==> src/rtl/cpu_pkg.sv <==
// Shared definitions for the 19-bit CPU front end: widths, opcodes, instruction
// field layout, issue-controller FSM encoding and result error codes.
// Used by the issue controller, the register file, the ALU and the fetch stage.
package cpu_pkg;

    localparam int unsigned DATA_W = 19;
    localparam int unsigned NREGS  = 8;
    localparam int unsigned REG_AW = 3;
    localparam int unsigned OP_W   = 5;
    localparam int unsigned IMM_W  = 11;
    localparam int unsigned ERR_W  = 2;

    // Opcodes 0..10 go to the ALU, 11 is load-immediate, 12..31 are illegal.
    localparam logic [OP_W-1:0] OP_ADD = 5'd0;
    localparam logic [OP_W-1:0] OP_SUB = 5'd1;
    localparam logic [OP_W-1:0] OP_MUL = 5'd2;
    localparam logic [OP_W-1:0] OP_DIV = 5'd3;
    localparam logic [OP_W-1:0] OP_INC = 5'd4;
    localparam logic [OP_W-1:0] OP_DEC = 5'd5;
    localparam logic [OP_W-1:0] OP_AND = 5'd6;
    localparam logic [OP_W-1:0] OP_OR  = 5'd7;
    localparam logic [OP_W-1:0] OP_XOR = 5'd8;
    localparam logic [OP_W-1:0] OP_LSL = 5'd9;
    localparam logic [OP_W-1:0] OP_LSR = 5'd10;
    localparam logic [OP_W-1:0] OP_LDI = 5'd11;

    localparam logic [ERR_W-1:0] ERR_OK      = 2'b00;
    localparam logic [ERR_W-1:0] ERR_ILLEGAL = 2'b01;
    localparam logic [ERR_W-1:0] ERR_DIV0    = 2'b10;

    typedef enum logic [1:0] {
        ST_IDLE   = 2'd0,
        ST_DECODE = 2'd1,
        ST_EXEC   = 2'd2,
        ST_RESP   = 2'd3
    } state_e;

    // Instruction word layout; the LDI immediate overlays rs1/rs2/tail.
    typedef struct packed {
        logic [OP_W-1:0]   op;
        logic [REG_AW-1:0] rd;
        logic [REG_AW-1:0] rs1;
        logic [REG_AW-1:0] rs2;
        logic [4:0]        tail;
    } instr_t;

    function automatic logic [IMM_W-1:0] instr_imm(instr_t i);
        return {i.rs1, i.rs2, i.tail};
    endfunction

    function automatic logic is_alu_op(logic [OP_W-1:0] op);
        return op <= OP_LSR;
    endfunction

endpackage

==> src/rtl/cpu_regfile_8x19.sv <==
// 8 x 19 register file: two combinational read ports, one synchronous write
// port, r0 hardwired to zero, asynchronous active-low clear of every entry.
// Ports: clk, rst_n; raddr_a/rdata_a_c, raddr_b/rdata_b_c (read);
//        we, waddr, wdata (write, applied at the rising edge).
module cpu_regfile_8x19
    import cpu_pkg::*;
(
    input  logic              clk,
    input  logic              rst_n,
    input  logic [REG_AW-1:0] raddr_a,
    output logic [DATA_W-1:0] rdata_a_c,
    input  logic [REG_AW-1:0] raddr_b,
    output logic [DATA_W-1:0] rdata_b_c,
    input  logic              we,
    input  logic [REG_AW-1:0] waddr,
    input  logic [DATA_W-1:0] wdata
);

    logic [DATA_W-1:0] mem [NREGS];

    // Storage; entry 0 is never written so it stays at its cleared value.
    always_ff @(posedge clk or negedge rst_n) begin
        if (!rst_n) begin
            for (int unsigned i = 0; i < NREGS; i++) begin
                mem[i] <= '0;
            end
        end else if (we && (waddr != '0)) begin
            mem[waddr] <= wdata;
        end
    end

    // r0 decoded to zero explicitly so the read path never depends on mem[0].
    assign rdata_a_c = (raddr_a == '0) ? '0 : mem[raddr_a];
    assign rdata_b_c = (raddr_b == '0) ? '0 : mem[raddr_b];

endmodule

==> src/rtl/alu_issue_ctrl.sv <==
// Issue controller in front of the combinational 19-bit ALU. Accepts one
// instruction at a time, reads operands from the register file, drives the ALU
// for a single cycle, writes the result back and presents it on a result port.
// Ports: clk, rst_n; instr_valid/instr_ready/instr (instruction in);
//        alu_a/alu_b/alu_op (to ALU), alu_result/alu_zero (from ALU);
//        res_valid/res_ready/res_data/res_zero/res_rd/res_err (result out);
//        busy (controller not idle).
module alu_issue_ctrl
    import cpu_pkg::*;
(
    input  logic              clk,
    input  logic              rst_n,
    input  logic              instr_valid,
    output logic              instr_ready,
    input  logic [DATA_W-1:0] instr,
    output logic [DATA_W-1:0] alu_a,
    output logic [DATA_W-1:0] alu_b,
    output logic [OP_W-1:0]   alu_op,
    input  logic [DATA_W-1:0] alu_result,
    input  logic              alu_zero,
    output logic              res_valid,
    input  logic              res_ready,
    output logic [DATA_W-1:0] res_data,
    output logic              res_zero,
    output logic [REG_AW-1:0] res_rd,
    output logic [ERR_W-1:0]  res_err,
    output logic              busy
);

    state_e            state_q, state_d;
    instr_t            instr_q, instr_d;
    logic [DATA_W-1:0] alu_a_q, alu_a_d;
    logic [DATA_W-1:0] alu_b_q, alu_b_d;
    logic [OP_W-1:0]   alu_op_q, alu_op_d;
    logic              res_valid_q, res_valid_d;
    logic [DATA_W-1:0] res_data_q, res_data_d;
    logic              res_zero_q, res_zero_d;
    logic [REG_AW-1:0] res_rd_q, res_rd_d;
    logic [ERR_W-1:0]  res_err_q, res_err_d;
    logic              instr_ready_q, instr_ready_d;
    logic              busy_q, busy_d;

    logic [DATA_W-1:0] rf_a_c;
    logic [DATA_W-1:0] rf_b_c;
    logic              rf_we_c;
    logic [DATA_W-1:0] rf_wdata_c;

    cpu_regfile_8x19 u_regfile (
        .clk       (clk),
        .rst_n     (rst_n),
        .raddr_a   (instr_q.rs1),
        .rdata_a_c (rf_a_c),
        .raddr_b   (instr_q.rs2),
        .rdata_b_c (rf_b_c),
        .we        (rf_we_c),
        .waddr     (instr_q.rd),
        .wdata     (rf_wdata_c)
    );

    // State and output registers.
    always_ff @(posedge clk or negedge rst_n) begin
        if (!rst_n) begin
            state_q       <= ST_IDLE;
            instr_q       <= '0;
            alu_a_q       <= '0;
            alu_b_q       <= '0;
            alu_op_q      <= OP_ADD;
            res_valid_q   <= 1'b0;
            res_data_q    <= '0;
            res_zero_q    <= 1'b0;
            res_rd_q      <= '0;
            res_err_q     <= ERR_OK;
            instr_ready_q <= 1'b0;
            busy_q        <= 1'b0;
        end else begin
            state_q       <= state_d;
            instr_q       <= instr_d;
            alu_a_q       <= alu_a_d;
            alu_b_q       <= alu_b_d;
            alu_op_q      <= alu_op_d;
            res_valid_q   <= res_valid_d;
            res_data_q    <= res_data_d;
            res_zero_q    <= res_zero_d;
            res_rd_q      <= res_rd_d;
            res_err_q     <= res_err_d;
            instr_ready_q <= instr_ready_d;
            busy_q        <= busy_d;
        end
    end

    // Next-state, datapath and writeback control.
    always_comb begin
        state_d     = state_q;
        instr_d     = instr_q;
        alu_a_d     = alu_a_q;
        alu_b_d     = alu_b_q;
        alu_op_d    = alu_op_q;
        res_valid_d = res_valid_q;
        res_data_d  = res_data_q;
        res_zero_d  = res_zero_q;
        res_rd_d    = res_rd_q;
        res_err_d   = res_err_q;
        rf_we_c     = 1'b0;
        rf_wdata_c  = '0;

        case (state_q)
            ST_IDLE: begin
                if (instr_valid && instr_ready_q) begin
                    instr_d = instr_t'(instr);
                    state_d = ST_DECODE;
                end
            end

            // Operands are loaded straight into the ALU drive registers so
            // they appear on alu_a/alu_b for exactly the EXEC cycle.
            ST_DECODE: begin
                if (is_alu_op(instr_q.op)) begin
                    alu_a_d  = rf_a_c;
                    alu_b_d  = rf_b_c;
                    alu_op_d = instr_q.op;
                end
                state_d = ST_EXEC;
            end

            ST_EXEC: begin
                res_rd_d = instr_q.rd;
                if (is_alu_op(instr_q.op)) begin
                    if ((instr_q.op == OP_DIV) && (alu_b_q == '0)) begin
                        res_data_d = '0;
                        res_zero_d = 1'b1;
                        res_err_d  = ERR_DIV0;
                    end else begin
                        res_data_d = alu_result;
                        res_zero_d = alu_zero;
                        res_err_d  = ERR_OK;
                    end
                end else if (instr_q.op == OP_LDI) begin
                    res_data_d = DATA_W'(instr_imm(instr_q));
                    res_zero_d = (instr_imm(instr_q) == '0);
                    res_err_d  = ERR_OK;
                end else begin
                    res_data_d = '0;
                    res_zero_d = 1'b1;
                    res_err_d  = ERR_ILLEGAL;
                end
                rf_we_c    = (res_err_d == ERR_OK) && (instr_q.rd != '0);
                rf_wdata_c = res_data_d;
                alu_a_d    = '0;
                alu_b_d    = '0;
                alu_op_d   = OP_ADD;
                state_d    = ST_RESP;
            end

            // First RESP cycle raises res_valid; the handshake only counts
            // once res_valid is already visible to the consumer.
            ST_RESP: begin
                if (res_valid_q && res_ready) begin
                    res_valid_d = 1'b0;
                    state_d     = ST_IDLE;
                end else begin
                    res_valid_d = 1'b1;
                end
            end

            default: begin
                state_d = ST_IDLE;
            end
        endcase
    end

    assign instr_ready_d = (state_d == ST_IDLE);
    assign busy_d        = (state_d != ST_IDLE);

    assign instr_ready = instr_ready_q;
    assign busy        = busy_q;
    assign alu_a       = alu_a_q;
    assign alu_b       = alu_b_q;
    assign alu_op      = alu_op_q;
    assign res_valid   = res_valid_q;
    assign res_data    = res_data_q;
    assign res_zero    = res_zero_q;
    assign res_rd      = res_rd_q;
    assign res_err     = res_err_q;

endmodule

==> config.mk <==
export PLATFORM = sky130hd
export DESIGN_NAME = alu_issue_ctrl
export DESIGN_NICKNAME = d
export VERILOG_FILES = /design/src/rtl/cpu_pkg.sv /design/src/rtl/cpu_regfile_8x19.sv /design/src/rtl/alu_issue_ctrl.sv
export SDC_FILE = /design/constraint.sdc
export NUM_CORES = 1
export LEC_CHECK = 0
export CAP_MARGIN = 20
export CORE_UTILIZATION = 45
export DETAILED_ROUTE_END_ITERATION = 12
export HOLD_SLACK_MARGIN = 0.05
export PLACE_DENSITY = 0.67
export SETUP_SLACK_MARGIN = 0.15
export SYNTH_ARGS = -nofsm -noshare
export SYNTH_HDL_FRONTEND = slang
export SYNTH_SLANG_ARGS = --single-unit
==> constraint.sdc <==
create_clock -name clk -period 2.8 [get_ports clk]
set_clock_uncertainty 0.05 [all_clocks]
set_input_delay 0.56 -clock clk [delete_from_list [all_inputs] [get_ports clk]]
set_output_delay 0.56 -clock clk [all_outputs]
set_load 0.02 [all_outputs]
==> run_results.csv <==
group,metric,value,unit
worst_setup_path,max_stage_delay,500,ps
worst_setup_path,r2r_slack,260,ps
logic_synthesis,synth.avg_cell_area,12.0,um^2
logic_synthesis,yosysTopAreaCellShare,54.1,%
route,vias,8504,
power,p_leak,0.00558,uW
logic_synthesis,synth_area_leader_cell,"dfrtp_1",
clock_network,cts_buffers,25,
logic_synthesis,synthesis.nets,972,
route,wl_per_cell,24.6,um
clock_network,clockRootBuffer,"clkbuf_16",
placed_design,place_hpwl,21.4,mm
timing,maxClockFrequency,394,MHz
logic_synthesis,async_reset_ff_share,100,%
worst_setup_path,cp_slowest_cell,"a221o_1",
route,drt_iter0_drc,871,
worst_hold_path,min_to,"u_regfile.mem[135]$_DFFE_PN0P_",
timing,slew_headroom,23.4,%
logic_synthesis,synth_top_family_by_area,"compound AO/OA/AOI/OAI gates",
global_route,grt_pass1_vias,8537,
clock_network,htree_levels,1,
global_route,grt_max_degree,76,
logic_synthesis,ys_seq_elements,241,
timing,layout_min_cycle_time,2540,ps
worst_setup_path,cp_max_fo,16,
route,drt-pass1-iter-count,5,
layout,nFillCells,2014,
logic_synthesis,synthFlopType,"dfrtp_1",
logic_synthesis,muxShareOfSynthArea,16.1,%
timing,drv_slew,0,
die,core-area,24300,um^2
die,initial_core_util,45.8,%
timing,rsz0062_at_grt,"no",
logic_synthesis,ys_warn_count,0,
placed_design,placed_cells,1319,
route,vias_per_cell,6.24,
timing,whs,324,ps
logic_synthesis,ys_seq_area_share,54.1,%
clock_network,cts_setup_buffers,0,
worst_hold_path,min_path_type,"reg2reg",
layout,nets,1066,
layout,instances_no_fill,1362,
clock_network,cts.sinks,241,
logic_synthesis,synth_common_cells,"dfrtp_1, o21ai_0, o22a_1, clkbuf_1, mux4_2",
layout,design_area,13500,um^2
die,die_h,159,um
timing,setup_violations,0,
route,ant_nets,0,
power,vdd_ir_drop_max,0.597,mV
clock_network,clk_latency,520,ps
logic_synthesis,synth_xor_area_share,0,%
outcome,outcome,"finished clean",
power,power.density,1120,nW/um^2
placed_design,io_buffers,113,
worst_setup_path,end_kind,"register",
power,fin_total_pwr,15100,uW
logic_synthesis,synthTopCellsByArea,"dfrtp_1, mux4_2, o22a_1",
layout,area_growth,21.0,%
placed_design,dpl_cell_area,12700,um^2
layout,drive_gt1_share,18.0,%
die,dieArea,25400,um^2
logic_synthesis,synth_edf_count,0,
worst_setup_path,timing.rr.start,"alu_b[10]$_DFFE_PN0P_",
worst_setup_path,cp_data_arrival_time,2890,ps
worst_setup_path,cp_cell_sequence,"nor4_1, nand4_1, o211a_4, a221o_1, o22a_1",
clock_network,clk_pin_slew_worst_paths,60,ps
timing,hold_viol,0,
logic_synthesis,synth_simple_gate_area_share,7.01,%
worst_hold_path,min_path_cells,0,
logic_synthesis,synth-adder-area-share,0,%
logic_synthesis,synthDistinctLibCells,40,
timing,fin_setup_tns,0,ps
clock_network,cts_tree,"built",
clock_network,cts.path.max_buffers,3,
die,row_count,57,
worst_setup_path,critical_path_class,"reg2reg",
worst_setup_path,required,3150,ps
logic_synthesis,yosysMostFrequentCell,"dfrtp_1",
worst_setup_path,r2r_end,"u_regfile.mem[124]$_DFFE_PN0P_",
logic_synthesis,synth_compound_area_share,18.5,%
route,wirelength,33.4,mm
global_route,antenna_found_initial,0,
layout,num_antenna_cells,0,
global_route,grt_first_pass_wirelength,52.2,mm
route,drc,0,
worst_setup_path,start_kind,"register",
worst_setup_path,rr_worst_depth,5,
die,die_w,159,um
global_route,grt_overflow,0,
global_route,globalRouteTotalUtil,27.0,%
logic_synthesis,netlist_instances,929,
logic_synthesis,netlist_area,11100,um^2
die,io-pin-count,114,
worst_hold_path,min_from,"u_regfile.mem[135]$_DFFE_PN0P_",
run,cap_violations,0,
placed_design,place_congestion,0.874,
timing,tightest_slew,1140,ps
timing,finalCritPeriodShare,90.8,%
[per-stage QoR]
step	worst slack, ps	utilization (%)
2_1_floorplan	671	-
3_3_place_gp	132	52.4
3_5_place_dp	76.6	52.4
4_1_cts	216	55.4
5_1_grt	165	55.4
6_report	259	55.4
[routing by layer]
metal / vias to the layer above / global-route usage (%) / share of wire (%)
li1: 3675 / - / -
met1: 4389 / 38.9 / 44
met2: 377 / 41.9 / 47
met3: 63 / 4.35 / 7.0
met4: 0 / 9.31 / 2.8
met5: - / 0 / 0
[worst max-delay path, delay by kind of cell (launching register included)]
kind,cells,cell delay (ps)
AND/OR/NAND/NOR,2,740
AO/OA/AOI/OAI,3,1190
flip-flops,1,440
[cells by family (layout without fill, tap and decap cells)]
family,after synthesis,in the layout
compound gates,305,305
flops,241,241
simple gates,163,163
buf+inv,113,222
mux,107,107
[flip-flops by register name, summed over array words and instances, names as in the netlist, 2 cells and up]
signal and flops:
alu_op 5, res_err 2, res_rd 3, alu_a 19
alu_b 19, u_regfile.mem 149, instr_q 19, state_q 2
res_data 19
[cell type report]
class | count | area, um^2 | area share [%]
flip-flops and latches | 241 | 6030 | 44.8
multi-input cells | 575 | 4650 | 34.5
repair buffers | 165 | 1620 | 12.0
clock buffers | 40 | 702 | 5.21
well taps | 324 | 405 | 3.01
inverters | 15 | 56.3 | 0.418
clock inverters | 2 | 10.0 | 0.0743
[where the power goes]
group | switching [uW] | total, uW | leakage [uW] | internal (uW)
Combinational | 3180 | 6130 | 0.00222 | 2950
Sequential | 1250 | 5990 | 0.00301 | 4740
Clock | 1310 | 3010 | 0.000346 | 1700
[timing repair]
item	4_1_cts	5_1_grt
resized for setup	1	1
hold buffers	1	0
endpoints found under the setup margin	78	17
endpoints found under the hold margin	70	0
cloned	0	0
[worst max path at each step]
stage | start | to
finish | alu_b[10]$_DFFE_PN0P_ | u_regfile.mem[124]$_DFFE_PN0P_
floorplan | alu_b[14]$_DFFE_PN0P_ | u_regfile.mem[117]$_DFFE_PN0P_
CTS | alu_b[10]$_DFFE_PN0P_ | u_regfile.mem[124]$_DFFE_PN0P_
global placement | alu_b[10]$_DFFE_PN0P_ | u_regfile.mem[39]$_DFFE_PN0P_
global route | alu_b[10]$_DFFE_PN0P_ | u_regfile.mem[82]$_DFFE_PN0P_
detailed placement | alu_b[10]$_DFFE_PN0P_ | u_regfile.mem[124]$_DFFE_PN0P_
[cell usage in the layout, fill, tap and decap left out, types with 16 or more instances in the layout]
cell,synthesis,final
dfrtp_1,241,238
mux2i_1,16,16
mux4_2,54,54
o21ai_0,134,134
nor2_1,35,34
buf_4,2,44
nand2_1,53,53
clkbuf_16,0,25
mux2_2,37,37
a22oi_1,23,23
a21oi_1,25,25
o2bb2ai_1,16,16
o22a_1,77,77
clkdlybuf4s50_1,0,112
nand3_1,33,33
Note: power is estimated with default switching activity, not from simulation.
==> RTL change (same settings) <==
The 4 states of `state_e` get a one-hot encoding in 4 bits.
--- a/src/rtl/cpu_pkg.sv
+++ b/src/rtl/cpu_pkg.sv
@@ -28,11 +28,11 @@
     localparam logic [ERR_W-1:0] ERR_ILLEGAL = 2'b01;
     localparam logic [ERR_W-1:0] ERR_DIV0    = 2'b10;
 
-    typedef enum logic [1:0] {
-        ST_IDLE   = 2'd0,
-        ST_DECODE = 2'd1,
-        ST_EXEC   = 2'd2,
-        ST_RESP   = 2'd3
+    typedef enum logic [3:0] {
+        ST_IDLE   = 4'b0001,
+        ST_DECODE = 4'b0010,
+        ST_EXEC   = 4'b0100,
+        ST_RESP   = 4'b1000
     } state_e;
 
     // Instruction word layout; the LDI immediate overlays rs1/rs2/tail.
Function: same outputs for any inputs over 4 cycles, from zero or initial values and one cycle with rst_n low; so few cycles prove little.
==> RTL change against the original RTL <==
- worst setup slack gained 0.11 ns
- power shrank 13%
- design area grew 2.0%
- area after synthesis grew 1.7%
- worst hold slack gained 0.10 ns
- routed wire length shrank 8.5%
- utilization grew 0.63 points
- fmax grew 4.7%
- sequential power shrank 18%
- clock power grew 2%
- die area grew 1.7%
- sequential cell count shrank 14
- critical path type unchanged
- critical endpoint is now u_regfile.mem[9]$_DFFE_PN0P_
==> RTL change: results (changes against the original RTL) <==
| Metric | Value |
|---|---|
| Status | `complete, no violations (unchanged)` |
| Met2 WL | `14,500 µm (was 15,600 µm)` |
| Fin cells | `1,307 (was 1,362)` |
| Syn Nets | `898 (was 972)` |
| CP max stage cell | `and4_1 (was a221o_1)` |
| H-tree depth | `1 (unchanged)` |
| DRT Pass-1 Iters | `5 (unchanged)` |
| Placer Congestion | `0.866 (was 0.874)` |
| Vias in the first global route | `8,147 (was 8,537)` |
| Pre-CTS setup slack | `0.195 ns (was 0.0766 ns)` |
| All-Layer GR Usage | `24.4% (was 27.0%)` |
| Routed WL | `30,600 µm (was 33,400 µm)` |
| Hold WS | `0.423 ns (was 0.324 ns)` |
| Met3 routed WL | `1900 µm (was 2340 µm)` |
| Largest net degree at the start of global routing | `73 (was 76)` |
| CTS buffer count | `24 (was 25)` |
| Detailed placement HPWL | `19,800 µm (was 21,400 µm)` |
| Combinational fraction of design power | `39.5% (was 40.5%)` |
| Unique masters post-synth | `47 (was 40)` |
| Cell family with most CP delay | `simple AND/OR/NAND/NOR gates (was compound AO/OA/AOI/OAI gates)` |
| Filler cells | `2,051 (was 2,014)` |
| Drt first-iter violations | `636 (was 871)` |
| Pint | `8260 µW (was 9380 µW)` |
| Top cells by count, synth | `dfrtp_1, mux2_2, clkbuf_1 (was dfrtp_1, o21ai_0, o22a_1)` |
| LEAKAGE | `0.00586 µW (was 0.00558 µW)` |
| Met2 usage | `39.7% (was 41.9%)` |
| Sequential fraction of the synthesis area | `50.2% (was 54.1%)` |
| Fraction of layout cells with a size suffix above 1 | `33.9% (was 18.0%)` |
| Path depth of the worst reg2reg path | `5 (unchanged)` |
| Max Fanout on Critical Path | `11 (was 16)` |
| Final Worst Setup Slack | `0.374 ns (was 0.259 ns)` |
| Area after DPL | `13,000 µm² (was 12,700 µm²)` |
| Synth top area cells | `dfrtp_1, mux2_2, mux4_2, a221oi_1, mux2_4 (was dfrtp_1, mux4_2, o22a_1, o21ai_0, mux2_2)` |
| Hold Path End | `res_rd[1]$_DFFE_PN0N_ (was u_regfile.mem[135]$_DFFE_PN0P_)` |
| Met1 Use GR | `35.0% (was 38.9%)` |
| Area of the multi-input gates | `5240 µm² (was 4650 µm²)` |
| First-pass GRT wire length | `48,900 µm (was 52,200 µm)` |
| Critical path data arrival time | `2.78 ns (was 2.89 ns)` |
| Max reg flops | `133 (was 149)` |
| Number of port buffers | `113 (unchanged)` |
| Drt via density | `6.07 (was 6.24)` |
| Hold depth | `2 (was 0)` |
| Maximum vdd drop | `0.000513 V (was 0.000597 V)` |
| Global routing met3 resource utilization | `3.28% (was 4.35%)` |
| HP Start | `res_rd[1]$_DFFE_PN0N_ (was u_regfile.mem[135]$_DFFE_PN0P_)` |
| Cell total after placement | `1,264 (was 1,319)` |
| Average instance area after synthesis | `13.2 µm² (was 12.0 µm²)` |
| Worst setup endpoint | `u_regfile.mem[9]$_DFFE_PN0P_ (was u_regfile.mem[124]$_DFFE_PN0P_)` |
| Power Dens Cells | `957 nW/µm² (was 1120 nW/µm²)` |
| Final Net Count | `1,010 (was 1,066)` |
| Reg power frac | `37.2% (was 39.6%)` |
## RTL change: cell count changes after synthesis, sizes merged, moves of 23 or more
cell / before / now
nand2: 53 / 14
o21ai: 136 / 8
mux2: 37 / 190
o31ai: 0 / 37
a221oi: 0 / 37
a22oi: 23 / 0
o22a: 77 / 0
nor2b: 6 / 40
## RTL change: layout make-up
cell class | count | share of cell area (%)
Clock buffer | 39 | 5.30
Clock inverter | 3 | 0.109
Inverter | 7 | 0.191
Multi-Input combinational cell | 538 | 38.1
Sequential cell | 227 | 41.4
Tap cell | 324 | 2.95
Timing Repair Buffer | 169 | 12.0
## RTL change: timing repair
item | CTS | global route
gates resized for setup | 0 | 1
endpoints found under the hold margin | 67 | 0
endpoints found under the setup margin | 0 | 27
hold buffers | 1 | 0
## RTL change: cells by family (layout without fill, tap and decap cells)
kind of cell	count (synthesis)	in the layout	share of synthesized area (%)
muxes	231	231	27.4
DFF	227	227	50.2
and+or+nand+nor	155	155	7.67
AOI/OAI and AO/OA	152	152	11.1
buffers and inverters	90	218	3.66
